<file path="config.mk">
export PLATFORM = sky130hd
export DESIGN_NAME = button_sequence_capture
export DESIGN_NICKNAME = d
export VERILOG_FILES = /design/src/rtl/button_sequence_capture_pkg.sv /design/src/rtl/button_sequence_capture_debouncer.sv /design/src/rtl/button_sequence_capture.sv
export SDC_FILE = /design/constraint.sdc
export NUM_CORES = 1
export LEC_CHECK = 0
export CORE_MARGIN = 4
export CORE_UTILIZATION = 30
export CTS_BUF_LIST = sky130_fd_sc_hd__clkbuf_4
export CTS_CLUSTER_SIZE = 28
export DETAILED_ROUTE_END_ITERATION = 16
export PLACE_DENSITY_LB_ADDON = 0.25
export SYNTH_ARGS = -nofsm -noshare
export SYNTH_HDL_FRONTEND = slang
export SYNTH_SLANG_ARGS = --single-unit
</file>
<file path="constraint.sdc">
create_clock -name clk -period 7.3 [get_ports clk]
set_input_delay 0.73 -clock clk [delete_from_list [all_inputs] [get_ports clk]]
set_output_delay 0.73 -clock clk [all_outputs]
set_load 0.05 [all_outputs]
</file>
<file path="src/rtl/button_sequence_capture_pkg.sv">
// Shared constants, state encoding and helpers for the button sequence capture stage.
package button_sequence_capture_pkg;

  localparam int unsigned NUM_BUTTONS = 8;

  // One-hot difficulty level encodings.
  localparam logic [2:0] LV1 = 3'b001;
  localparam logic [2:0] LV2 = 3'b010;
  localparam logic [2:0] LV3 = 3'b100;

  // Sequence lengths per level.
  localparam logic [4:0] LEN_LV1 = 5'd8;
  localparam logic [4:0] LEN_LV2 = 5'd12;
  localparam logic [4:0] LEN_LV3 = 5'd16;

  // Cycles without a press before a capture gives up (10 s at 1 kHz).
  localparam int unsigned TIMEOUT_CYCLES = 10000;

  typedef enum logic [1:0] {
    IDLE,
    ARMED,
    CAPTURE,
    DONE
  } state_e;

  // Lowest set bit index; simultaneous presses resolve to the smallest button index.
  function automatic logic [2:0] lowest_index(input logic [NUM_BUTTONS-1:0] v);
    lowest_index = 3'd0;
    for (int i = NUM_BUTTONS - 1; i >= 0; i--) begin
      if (v[i]) lowest_index = i[2:0];
    end
  endfunction

endpackage

</file>
<file path="src/rtl/button_sequence_capture_debouncer.sv">
// Single-button debouncer: level follows raw only after it has differed for
// DEBOUNCE_CYCLES consecutive cycles; rise pulses for one cycle on a 0->1 change.
module button_debouncer #(
  parameter int unsigned DEBOUNCE_CYCLES = 20
) (
  input  logic clk,
  input  logic rst,
  input  logic raw,
  output logic level,
  output logic rise
);

  localparam int unsigned CntW = (DEBOUNCE_CYCLES > 1) ? $clog2(DEBOUNCE_CYCLES) : 1;

  logic [CntW-1:0] cnt_q;

  // Count while raw disagrees with the debounced level; commit on the last count.
  always_ff @(posedge clk or negedge rst) begin
    if (!rst) begin
      cnt_q <= '0;
      level <= 1'b0;
      rise  <= 1'b0;
    end else begin
      rise <= 1'b0;
      if (raw == level) begin
        cnt_q <= '0;
      end else if (cnt_q == CntW'(DEBOUNCE_CYCLES - 1)) begin
        cnt_q <= '0;
        level <= raw;
        rise  <= raw;
      end else begin
        cnt_q <= cnt_q + 1'b1;
      end
    end
  end

endmodule

</file>
<file path="src/rtl/button_sequence_capture.sv">
// Button sequence capture: debounces 8 player buttons and records the index of each
// distinct press into up to 16 slots, sized by the one-hot level latched at start.
// Optional idle timeout in CAPTURE: define BUTTON_SEQUENCE_CAPTURE_TIMEOUT_EN.
module button_sequence_capture
  import button_sequence_capture_pkg::*;
#(
  parameter int unsigned DEBOUNCE_CYCLES = 20,
  parameter int unsigned MAX_LEN         = 16,
  parameter int unsigned IDX_W           = 3
) (
  input  logic                     clk,
  input  logic                     rst,
  input  logic                     enable,
  input  logic [2:0]               level,
  input  logic [NUM_BUTTONS-1:0]   buttons,
  output logic [MAX_LEN*IDX_W-1:0] seq,
  output logic [4:0]               press_count,
  output logic [NUM_BUTTONS-1:0]   press_led,
`ifdef BUTTON_SEQUENCE_CAPTURE_TIMEOUT_EN
  output logic                     timeout,
`endif
  output logic                     end_signal
);

  state_e                 state;
  logic                   enable_q;
  logic [4:0]             target;
  logic [NUM_BUTTONS-1:0] deb_level;
  logic [NUM_BUTTONS-1:0] deb_rise;
  logic                   en_rise;
  logic                   level_ok;
  logic [4:0]             level_len;
  logic [IDX_W-1:0]       sel_idx;
  logic [NUM_BUTTONS-1:0] sel_onehot;

`ifdef BUTTON_SEQUENCE_CAPTURE_TIMEOUT_EN
  logic [13:0] idle_cnt;
  logic        to_hit;
`endif

  for (genvar i = 0; i < NUM_BUTTONS; i++) begin : g_deb
    button_debouncer #(
      .DEBOUNCE_CYCLES(DEBOUNCE_CYCLES)
    ) u_deb (
      .clk  (clk),
      .rst  (rst),
      .raw  (buttons[i]),
      .level(deb_level[i]),
      .rise (deb_rise[i])
    );
  end

  // Decode start conditions and the winning press of this cycle.
  always_comb begin
    en_rise    = enable & ~enable_q;
    level_ok   = 1'b1;
    level_len  = LEN_LV1;
    unique case (level)
      LV1:     level_len = LEN_LV1;
      LV2:     level_len = LEN_LV2;
      LV3:     level_len = LEN_LV3;
      default: level_ok  = 1'b0;
    endcase
    sel_idx    = IDX_W'(lowest_index(deb_rise));
    sel_onehot = NUM_BUTTONS'(1) << sel_idx;
  end

  // Capture FSM with registered outputs.
  always_ff @(posedge clk or negedge rst) begin
    if (!rst) begin
      state       <= IDLE;
      enable_q    <= 1'b0;
      target      <= '0;
      seq         <= '0;
      press_count <= '0;
      press_led   <= '0;
      end_signal  <= 1'b0;
`ifdef BUTTON_SEQUENCE_CAPTURE_TIMEOUT_EN
      idle_cnt    <= '0;
      to_hit      <= 1'b0;
      timeout     <= 1'b0;
`endif
    end else begin
      enable_q <= enable;
      unique case (state)
        IDLE: begin
          if (en_rise && level_ok) begin
            target      <= level_len;
            seq         <= '0;
            press_count <= '0;
            press_led   <= '0;
            state       <= ARMED;
          end
        end
        ARMED: begin
          // Hold off until every button is released so pre-held buttons do not count.
          if (!enable) begin
            state <= IDLE;
          end else if (deb_level == '0) begin
            state <= CAPTURE;
`ifdef BUTTON_SEQUENCE_CAPTURE_TIMEOUT_EN
            idle_cnt <= '0;
`endif
          end
        end
        CAPTURE: begin
          if (!enable) begin
            state     <= IDLE;
            press_led <= '0;
          end else if (|deb_rise) begin
            seq[press_count[3:0]*IDX_W +: IDX_W] <= sel_idx;
            press_count <= press_count + 5'd1;
`ifdef BUTTON_SEQUENCE_CAPTURE_TIMEOUT_EN
            idle_cnt <= '0;
`endif
            if (press_count + 5'd1 == target) begin
              state     <= DONE;
              press_led <= '0;
            end else begin
              press_led <= sel_onehot;
            end
          end else begin
            press_led <= press_led & deb_level;
`ifdef BUTTON_SEQUENCE_CAPTURE_TIMEOUT_EN
            if (idle_cnt == 14'(TIMEOUT_CYCLES - 1)) begin
              state     <= DONE;
              to_hit    <= 1'b1;
              press_led <= '0;
            end else begin
              idle_cnt <= idle_cnt + 14'd1;
            end
`endif
          end
        end
        DONE: begin
          press_led <= '0;
          if (!enable) begin
            state      <= IDLE;
            end_signal <= 1'b0;
`ifdef BUTTON_SEQUENCE_CAPTURE_TIMEOUT_EN
            timeout    <= 1'b0;
            to_hit     <= 1'b0;
`endif
          end else begin
            end_signal <= 1'b1;
`ifdef BUTTON_SEQUENCE_CAPTURE_TIMEOUT_EN
            timeout    <= to_hit;
`endif
          end
        end
        default: state <= IDLE;
      endcase
    end
  end

endmodule

</file>
==> results of run 1 <==
==> cells in the mapped netlist, drive strengths merged (6+ instances only) <==
cell,count,area share [%]
a21oi,6,0.49
a22o,20,2.8
a22oi,7,0.85
a31oi,9,0.91
a32o,7,1.1
and3,11,1.1
buf,11,1.1
clkbuf,14,0.87
dfrtp,124,50
ha,13,2.6
inv,35,2.1
mux2,9,1.6
nand2,25,1.5
nand3,44,3.6
nor2,59,3.6
nor2b,7,0.71
nor3,14,1.4
nor3b,11,1.4
o21ai,12,1.2
o22ai,30,3.1
o2bb2ai,12,1.7
xnor2,14,2.0
xor2,26,3.7
==> worst min path at each step <==
stage	slack [ns]	startpoint	end	cells past startpoint
2_1_floorplan	0.43	rst	enable_q	0
3_3_place_gp	0.44	g_deb[0].u_deb.cnt_q[0]	g_deb[0].u_deb.cnt_q[0]	1
3_5_place_dp	0.45	g_deb[2].u_deb.cnt_q[0]	g_deb[2].u_deb.cnt_q[0]	1
4_1_cts	0.13	rst	seq[24]	1
5_1_grt	0.14	rst	seq[24]	1
6_report	0.14	rst	seq[26]	1
==> layer usage <==
metal / GRT usage [%] / up-vias / part of all wire, %
li1: - / 2325 / -
met1: 19.1 / 2476 / 45
met2: 22.9 / 184 / 47
met3: 4.58 / 20 / 6.9
met4: 3.85 / 0 / 1.5
met5: 0 / - / 0
==> worst max-delay path: stages, from the launching register on <==
cell                        delay (ns)
sky130_fd_sc_hd__dfrtp_1          0.72
sky130_fd_sc_hd__inv_1            0.19
sky130_fd_sc_hd__ha_1             0.46
sky130_fd_sc_hd__nor2b_1          0.27
sky130_fd_sc_hd__a2111oi_2        0.90
sky130_fd_sc_hd__nand3_1          0.25
sky130_fd_sc_hd__o22ai_1          0.24
==> through the flow <==
stage                     std cells  area, sq um  setup WS, ns
final                           947         7440          4.18
after global routing            947         7440          3.94
after CTS                       947         7440          4.15
after detailed placement        915         7140          4.03
after global placement          915         7140          4.12
after floorplan                 593         6160          4.52
==> cells by family (layout without fill, tap and decap cells) <==
logic type	Yosys count	in the layout	synth area share, %
muxes	10	10	1.81
xor gates and xnor gates	41	41	6.07
DFF	124	124	50.4
and+or+nand+nor	201	201	17.0
buffers and inverters	60	144	4.08
AOI/OAI and AO/OA	144	144	18.0
adders and majority gates	13	13	2.64
==> sequential cells by signal, indices dropped and copies added (netlist names) <==
| name | flops |
|---|---|
| enable_q | 1 |
| seq | 48 |
| press_count | 5 |
| state | 2 |
| g_deb.u_deb.cnt_q | 40 |
| target | 3 |
| g_deb.u_deb.rise | 8 |
| press_led | 8 |
| end_signal | 1 |
| g_deb.u_deb.level | 8 |
==> area by class of cell <==
type                    count  share of cell area [%]
repair buffers             77                    10.3
well taps                 270                    4.54
clock inverters            14                    2.29
multi-input cells         409                    37.7
inverters                  35                    1.76
flip-flops and latches    124                    41.7
clock buffers              18                    1.82
==> cell usage in the layout (no fill, tap or decap), types with 3 or more instances in the layout <==
cell type,n
sky130_fd_sc_hd__xnor2_1,14
sky130_fd_sc_hd__xor2_1,26
sky130_fd_sc_hd__clkdlybuf4s50_1,74
sky130_fd_sc_hd__nor3_2,3
sky130_fd_sc_hd__nor2_1,59
sky130_fd_sc_hd__a21o_1,4
sky130_fd_sc_hd__a211oi_1,3
sky130_fd_sc_hd__mux2_2,9
sky130_fd_sc_hd__clkinv_2,3
sky130_fd_sc_hd__and2_1,5
sky130_fd_sc_hd__nor3_1,11
sky130_fd_sc_hd__o2bb2ai_1,12
sky130_fd_sc_hd__o211ai_1,4
sky130_fd_sc_hd__clkinv_4,3
sky130_fd_sc_hd__nand4_1,3
sky130_fd_sc_hd__nand3_1,44
sky130_fd_sc_hd__a31oi_1,9
sky130_fd_sc_hd__a2111oi_0,3
sky130_fd_sc_hd__bufinv_16,3
sky130_fd_sc_hd__a22oi_1,7
sky130_fd_sc_hd__o31ai_1,4
sky130_fd_sc_hd__o32ai_1,5
sky130_fd_sc_hd__dfrtp_1,124
sky130_fd_sc_hd__clkbuf_4,18
sky130_fd_sc_hd__nand2b_1,5
sky130_fd_sc_hd__buf_4,3
sky130_fd_sc_hd__ha_1,13
sky130_fd_sc_hd__and3_1,11
sky130_fd_sc_hd__a21oi_1,6
sky130_fd_sc_hd__nor3b_1,10
sky130_fd_sc_hd__a2111o_1,3
sky130_fd_sc_hd__o21ai_0,9
sky130_fd_sc_hd__o22ai_1,29
sky130_fd_sc_hd__clkinvlp_4,4
sky130_fd_sc_hd__a22o_1,20
sky130_fd_sc_hd__inv_1,35
sky130_fd_sc_hd__a32o_1,7
sky130_fd_sc_hd__nor2b_1,7
sky130_fd_sc_hd__nand3b_1,4
sky130_fd_sc_hd__nand2_1,25
==> report_power, final <==
| part | switching (mW) | internal (mW) | leakage (nW) |
|---|---|---|---|
| Combinational | 0.118 | 0.0732 | 1.18 |
| Clock | 0.272 | 0.241 | 0.154 |
| Sequential | 0.0342 | 0.725 | 1.68 |
| Total | 0.425 | 1.04 | 3.02 |
==> qor.yml, run 1 <==
clock_latency_ns: 0.54
final_period_utilization_pct: 42.8
reg2reg_depth: 6
routed_wirelength_mm: 16.1
timing_max_transition_violations_final: 0
finalNetCount: 691
synthesis.instances: 593
clk_path_buf_depth: 2
synth-edff-count: 0
reg2reg_from: "press_count[0]"
clock_tree_from_tritoncts: "done"
cts-root-buf: "sky130_fd_sc_hd__clkbuf_4"
ys_async_sr_fraction_pct: 100
cts-buffers-inserted: 17
timing.critical_path.from_type: "flop"
post_cts_hold_buffer_count: 0
num_rows: 52
final_critical_path_required_period_ns: 3.12
post-route-drc-count: 0
worst_setup_path_startpoint: "press_count[0]"
clock_sink_count: 124
setup_repair_after_global_routing_missed_its_margin: "no"
slew_headroom_pct: 11.1
ys_warn_count: 0
worst-r2r-setup-slack_ns: 4.18
worst_setup_hold_path_clk_slew_ns: 0.11
placement.io_buffers: 75
syn_area_sq_um: 6160
run_status: "complete, no violations"
multi_input_comb_area_sq_um: 2800
synth_seq_cells: 124
setup_viol: 0
cts.htree.levels: 4
regArea_sq_um: 3100
synth_fp_nets: 620
p_leak_nw: 3.02
dp_hpwl_mm: 11.7
cts_repair_resize_count: 0
floorplan.die.height_um: 151
skew_ns: 0.0154
power.total_mw: 1.46
timing.critical_path.arrival_ns: 3.58
gpl.final_weighted_congestion: 0.883
worst-slew-pin-transition_ns: 1.33
average_vias_per_placed_instance: 5.29
fp.dieW_um: 151
design.core.area_sq_um: 20200
grt_start_max_net_pins: 86
area.growth.synth_to_final_pct: 20.9
vias: 5005
synth_cell_types: 66
layout.core_utilization_pct: 36.8
wire_per_inst_um: 17.0
achievable-frequency_mhz: 320
ir_worst_vdd_v: 0.000127
drv.max_cap_violation_count: 0
r2r-end: "seq[31]"
die_ar_sq_um: 22900
synth_ff_type: "sky130_fd_sc_hd__dfrtp_1"
start_util_pct: 30.4
power_per_cell_area_nw_per_um2: 197
fin_tns_setup_ns: 0
critPathCapture: "seq[31]"
cp-end-kind: "flop"
drt_iter0_markers: 452
io_pins: 76
syn_avg_cell_area_sq_um: 10.4
cp.required_ns: 7.75
grt_use_total_pct: 14.4
crit_fanout: 19
hold_path_class: "in -> async"
finalHoldViolations: 0
setup.worst_path.class: "reg -> reg"
fill_cells: 1976
grt_antenna_before_repair: 0
cts.repair_timing.setup_buffer_count: 0
firstDrtPassIters: 5
layout_cells_sized_above_1_pct: 8.27
hold-worst-slack_ns: 0.145
globalRouteOverflowTotal: 0
number_of_global_route_vias_before_repair: 5054
grt_first_pass_wirelength_mm: 26.1
ant_nets: 0
antenna_cells_inserted: 0
ys_seq_area_share_pct: 50.4
Note: power is estimated with default switching activity, not from simulation.
==> inputs of run 2 (changes only) <==
==> constraint.sdc (replaced) <==
create_clock -name clk -period 2.6 [get_ports clk]
set_input_delay 0.26 -clock clk [delete_from_list [all_inputs] [get_ports clk]]
set_output_delay 0.26 -clock clk [all_outputs]
set_load 0.05 [all_outputs]
==> run 2 against run 1 <==
Net effect: global-route usage rose by 0.36 points; first-iteration DRC count fell by 17%; final cell count rose by 2.3%; clock-buffer cell count rose by 2; critical path type is now reg -> out; largest power group unchanged.
==> qor.yml, run 2 (synthesized netlist as in run 1, its figures left out) <==
cp_slowest_stage_delay_ns: 0.91  # about the same
floorplan.die.height_um: 151  # unchanged
design.core.area_sq_um: 20200  # unchanged
registers.top_by_ff_count: "seq"
setup.worst_path.class: "reg -> out"
clock_latency_ns: 0.55  # about the same
critical_path.n_buffers_inverters: 1  # unchanged
timing_max_transition_violations_final: 0  # unchanged
achievable-frequency_mhz: 418
start_util_pct: 30.4  # unchanged
num_rows: 52  # unchanged
cts.repair_timing.setup_buffer_count: 0  # unchanged
crit_fanout: 16  # -3
clock_sink_count: 124  # unchanged
routed_wirelength_mm: 16.3  # +1.7%
cts_repair_resize_count: 0  # unchanged
cts-buffers-inserted: 17  # unchanged
slew_headroom_pct: 53.5  # +42 points
cts-root-buf: "sky130_fd_sc_hd__clkbuf_4"
hold_path_class: "in -> async"
power_per_cell_area_nw_per_um2: 509  # +160%
cp_top_family: "buffers and inverters"
grt_antenna_before_repair: 0  # unchanged
firstDrtPassIters: 5  # unchanged
clock_tree_from_tritoncts: "done"
die_ar_sq_um: 22900  # unchanged
layout_cells_sized_above_1_pct: 10.7  # +2.5 points
ant_nets: 0  # unchanged
timing.critical_path.arrival_ns: 2.13  # -1.45 ns
placement.io_buffers: 75  # unchanged
standard_cell_with_the_maximum_stage_delay_on_the_critical_path: "sky130_fd_sc_hd__clkdlybuf4s50_1"
drv.max_cap_violation_count: 0  # unchanged
ir_worst_vdd_v: 0.000351  # +180%
setup_repair_after_global_routing_missed_its_margin: "no"
drt_iter0_markers: 377  # -17%
worst_setup_hold_path_clk_slew_ns: 0.12  # about the same
wire_per_inst_um: 16.9  # -0.57%
antenna_cells_inserted: 0  # unchanged
timing.critical_path.from_type: "flop"
final_cell_mix: "sky130_fd_sc_hd__dfrtp_1 (122), sky130_fd_sc_hd__clkdlybuf4s50_1 (74), sky130_fd_sc_hd__nor2_1 (59)"
layout.cells.most_common: "sky130_fd_sc_hd__dfrtp_1"
fill_cells: 2012  # +1.8%
setup_viol: 0  # unchanged
cp.required_ns: 2.34  # -5.41 ns
cp-end-kind: "output pin"
layout.core_utilization_pct: 37.4  # +0.56 points
average_vias_per_placed_instance: 5.20  # -1.7%
skew_ns: 0.0295  # +0.0141 ns
final_critical_path_required_period_ns: 2.39
worst-slew-pin-transition_ns: 0.692  # -0.642 ns
finalHoldViolations: 0  # unchanged
dp_hpwl_mm: 12.2  # +4.2%
number_of_global_route_vias_before_repair: 5128  # +1.5%
area.growth.synth_to_final_pct: 22.7
clk_path_buf_depth: 2  # unchanged
dpl_cell_area_sq_um: 7320  # +2.5%
final_period_utilization_pct: 92.0
grt_use_total_pct: 14.8  # +0.36 points
worst-r2r-setup-slack_ns: 0.30  # -3.88 ns
globalRouteOverflowTotal: 0  # unchanged
cts.htree.levels: 4  # unchanged
grt_first_pass_wirelength_mm: 26.4  # +1.1%
fp.dieW_um: 151  # unchanged
largest_reg_flops: 48  # unchanged
post-route-drc-count: 0  # unchanged
p_leak_nw: 3.12  # +3.3%
gpl.final_weighted_congestion: 0.883  # about the same
io_pins: 76  # unchanged
top_registers: "seq: 48 flops, g_deb.u_deb.cnt_q: 40 flops"
finalNetCount: 714  # +3.3%
path_cells: "clkdlybuf4s50_1"
run_status: "complete, no violations"
post_cts_hold_buffer_count: 1  # +1
fin_tns_setup_ns: 0  # unchanged
grt_start_max_net_pins: 57  # -34%
vias: 5036  # +0.62%
design_area_sq_um: 7560  # +1.5%
==> run 2: final cells by class <==
cell class	instances	area, sq um	area share [%]
clock buffer	20	150	1.99
clock inverter	11	78.8	1.04
inverter	35	131	1.74
multi-input combinational	409	2800	37.1
sequential	124	3110	41.1
tap	270	338	4.47
timing repair buffer	100	951	12.6
==> run 2: metal layers <==
| metal | vias to the layer above | part of all wire [%] | track usage [%] |
|---|---|---|---|
| met5 | - | 0 | 0 |
| met4 | 0 | 1.8 | 4.85 |
| met3 | 25 | 6.2 | 4.10 |
| met2 | 156 | 48 | 24.2 |
| met1 | 2486 | 44 | 18.9 |
| li1 | 2369 | - | - |
==> run 2: path summary, 6_finish.rpt <==
kind	end	cells after the start	start
worst max register to register	seq[0]	6	press_count[0]
worst min-delay path	state[1]	2	rst
max in group asynchronous	seq[35]	3	rst
worst max-delay path	press_count[2]	1	press_count[2]
min in group clk	enable_q	1	enable
worst min register to register	g_deb[4].u_deb.cnt_q[0]	1	g_deb[4].u_deb.cnt_q[0]
==> run 2: through the flow <==
| stage | setup WS (ns) | power, mW | instances | hold slack, ns |
|---|---|---|---|---|
| finish | 0.207 | 3.85 | 969 | 0.242 |
| global route | 0.0810 | 4.06 | 969 | 0.258 |
| CTS | 0.137 | 3.90 | 969 | 0.242 |
| detailed placement | 0.315 | 2.72 | 937 | 0.297 |
| global placement | 0.413 | 2.70 | 937 | 0.290 |
| floorplan | 0.00582 | 2.50 | 593 | -0.0356 |
==> run 2: where the power goes <==
part / internal [mW] / switching, mW
Combinational: 0.213 / 0.338
Clock: 0.480 / 0.687
Sequential: 2.04 / 0.0930
==> inputs of run 3 (changes only) <==
==> constraint.sdc (replaced) <==
create_clock -name clk -period 2.9 [get_ports clk]
set_input_delay 0.29 -clock clk [delete_from_list [all_inputs] [get_ports clk]]
set_output_delay 0.29 -clock clk [all_outputs]
set_load 0.05 [all_outputs]
==> run 3 against run 2 <==
Net effect: clock power rose by 28%; sequential power fell by 10%; largest cell class unchanged; via count fell by 0.38%; power rose by 1.2%; critical path type unchanged; wire length fell by 0.70%; critical endpoint unchanged; largest power group unchanged; worst hold slack improved by 0.035 ns; worst setup slack improved by 0.022 ns; final cell count fell by 1.0%; sequential cell count did not move; die area did not move; final area rose by 0.58%.
==> qor.yml, run 3 (synthesized netlist as in run 1, its figures left out) <==
clock_tree_from_tritoncts: "done"
cts_repair_resize_count: 0  # unchanged
setup_repair_after_global_routing_missed_its_margin: "no"
hold_path_class: "in -> async"
setup_viol: 0  # unchanged
num_rows: 52  # unchanged
grt_first_pass_wirelength_mm: 26.3  # -0.18%
number_of_global_route_vias_before_repair: 5146  # +0.35%
wire_per_inst_um: 16.9  # +0.34%
timing_max_transition_violations_final: 0  # unchanged
layout_cells_sized_above_1_pct: 9.29  # -1.4 points
start_util_pct: 30.4  # unchanged
achievable-frequency_mhz: 374
drt_iter0_markers: 380  # +0.80%
cp_slowest_stage_delay_ns: 0.96  # +0.05 ns
final_critical_path_required_period_ns: 2.67
reg2reg_depth: 4  # -2
slew_headroom_pct: 42.5  # -11 points
worst-slew-pin-transition_ns: 0.841  # +0.148 ns
placement.io_buffers: 75  # unchanged
final_cell_mix: "sky130_fd_sc_hd__dfrtp_1 (124), sky130_fd_sc_hd__clkdlybuf4s50_1 (74), sky130_fd_sc_hd__nor2_1 (59)"
finalNetCount: 703  # -1.5%
cts-buffers-inserted: 17  # unchanged
critPathCapture: "press_count[2]"
design.core.area_sq_um: 20200  # unchanged
reg2reg_from: "press_count[2]"
ant_nets: 0  # unchanged
worst_setup_slack_final_ns: 0.229  # +0.0217 ns
die_ar_sq_um: 22900  # unchanged
layout.cells.most_common: "sky130_fd_sc_hd__dfrtp_1"
timing.critical_path.from_type: "flop"
fp.dieW_um: 151  # unchanged
cts.repair_timing.setup_buffer_count: 0  # unchanged
grt_use_total_pct: 14.7  # -0.10 points
cts-root-buf: "sky130_fd_sc_hd__clkbuf_4"
worst_setup_path_startpoint: "press_count[2]"
cp-end-kind: "output pin"
crit_fanout: 25  # +9
average_vias_per_placed_instance: 5.23  # +0.66%
worst-r2r-setup-slack_ns: 0.62  # +0.32 ns
standard_cell_with_the_maximum_stage_delay_on_the_critical_path: "sky130_fd_sc_hd__clkdlybuf4s50_1"
cp_top_family: "buffers and inverters"
p_leak_nw: 3.12  # about the same
clk_path_buf_depth: 2  # unchanged
r2r-end: "press_led[4]"
final_period_utilization_pct: 92.1
routed_wirelength_mm: 16.2  # -0.70%
largest_reg_flops: 48  # unchanged
skew_ns: 0.0160  # -0.0134 ns
fin_tns_setup_ns: 0  # unchanged
setup.worst_path.class: "reg -> out"
dpl_worst_slack_ns: 0.477  # +0.162 ns
hold-worst-slack_ns: 0.277  # +0.0351 ns
power.total_mw: 3.89  # +1.2%
critical_path.n_buffers_inverters: 1  # unchanged
antenna_cells_inserted: 0  # unchanged
globalRouteOverflowTotal: 0  # unchanged
clock_sink_count: 124  # unchanged
ir_worst_vdd_v: 0.000304  # -13%
io_pins: 76  # unchanged
run_status: "complete, no violations"
firstDrtPassIters: 5  # unchanged
cts.htree.levels: 4  # unchanged
post-route-drc-count: 0  # unchanged
gpl.final_weighted_congestion: 0.838  # -5.1%
area.growth.synth_to_final_pct: 23.4
path_cells: "clkdlybuf4s50_1"
vias: 5017  # -0.38%
grt_antenna_before_repair: 0  # unchanged
registers.top_by_ff_count: "seq"
dp_hpwl_mm: 12.0  # -1.9%
worst_setup_hold_path_clk_slew_ns: 0.11  # about the same
power_per_cell_area_nw_per_um2: 512  # +0.65%
top_registers: "seq: 48 flops, g_deb.u_deb.cnt_q: 40 flops"
grt_start_max_net_pins: 84  # +47%
clock_latency_ns: 0.53  # -0.02 ns
drv.max_cap_violation_count: 0  # unchanged
cp.required_ns: 2.61  # +0.27 ns
finalHoldViolations: 0  # unchanged
floorplan.die.height_um: 151  # unchanged
timing.critical_path.arrival_ns: 2.38  # +0.25 ns
critical_path_depth: 1  # unchanged
[run 3: layout make-up]
cell class / count / area (sq um)
sequential: 124 / 3100
fill: 1993 / 12600
tap: 270 / 338
inverter: 35 / 131
multi-input combinational: 409 / 2800
timing repair buffer: 89 / 868
clock inverter: 14 / 223
clock buffer: 18 / 135
[run 3: power by group]
group          internal, mW  switching, mW  total, mW  leakage [nW]
combinational         0.188          0.300      0.489          1.25
sequential             1.83         0.0845       1.91          1.68
clock                 0.857          0.638       1.50         0.189
total                  2.87           1.02       3.89          3.12
[run 3: per-stage QoR]
stage / utilization (%) / cells / instance area [sq um]
2_1_floorplan: - / 593 / 6160
3_3_place_gp: 35.8 / 926 / 7230
3_5_place_dp: 35.8 / 926 / 7230
4_1_cts: 37.6 / 959 / 7600
5_1_grt: 37.6 / 959 / 7600
6_report: 37.6 / 959 / 7600
[run 3: worst min-delay path by stage]
stage / from / to / slack (ns) / cells past startpoint
final: rst / seq[25] / 0.28 / 2
after global routing: rst / seq[26] / 0.30 / 2
after CTS: rst / seq[25] / 0.25 / 2
after detailed placement: rst / seq[37] / 0.32 / 1
after global placement: rst / seq[36] / 0.30 / 1
after floorplan: rst / enable_q / -0.006 / 0
[run 3: routing by layer]
layer / global-route usage, % / wire (um) / vias up / part of all wire, %
met3: 4.16 / 992 / 19 / 6.1
met4: 4.44 / 231 / 0 / 1.4
met2: 23.7 / 7830 / 156 / 48
li1: - / - / 2357 / -
met1: 19.2 / 7160 / 2485 / 44
met5: 0 / 0 / - / 0
[run 3: what timing repair did]
action                                  in CTS  in global routing
endpoints found under the setup margin       0                  0
hold buffers                                 1                  0
endpoints found under the hold margin       41                  0
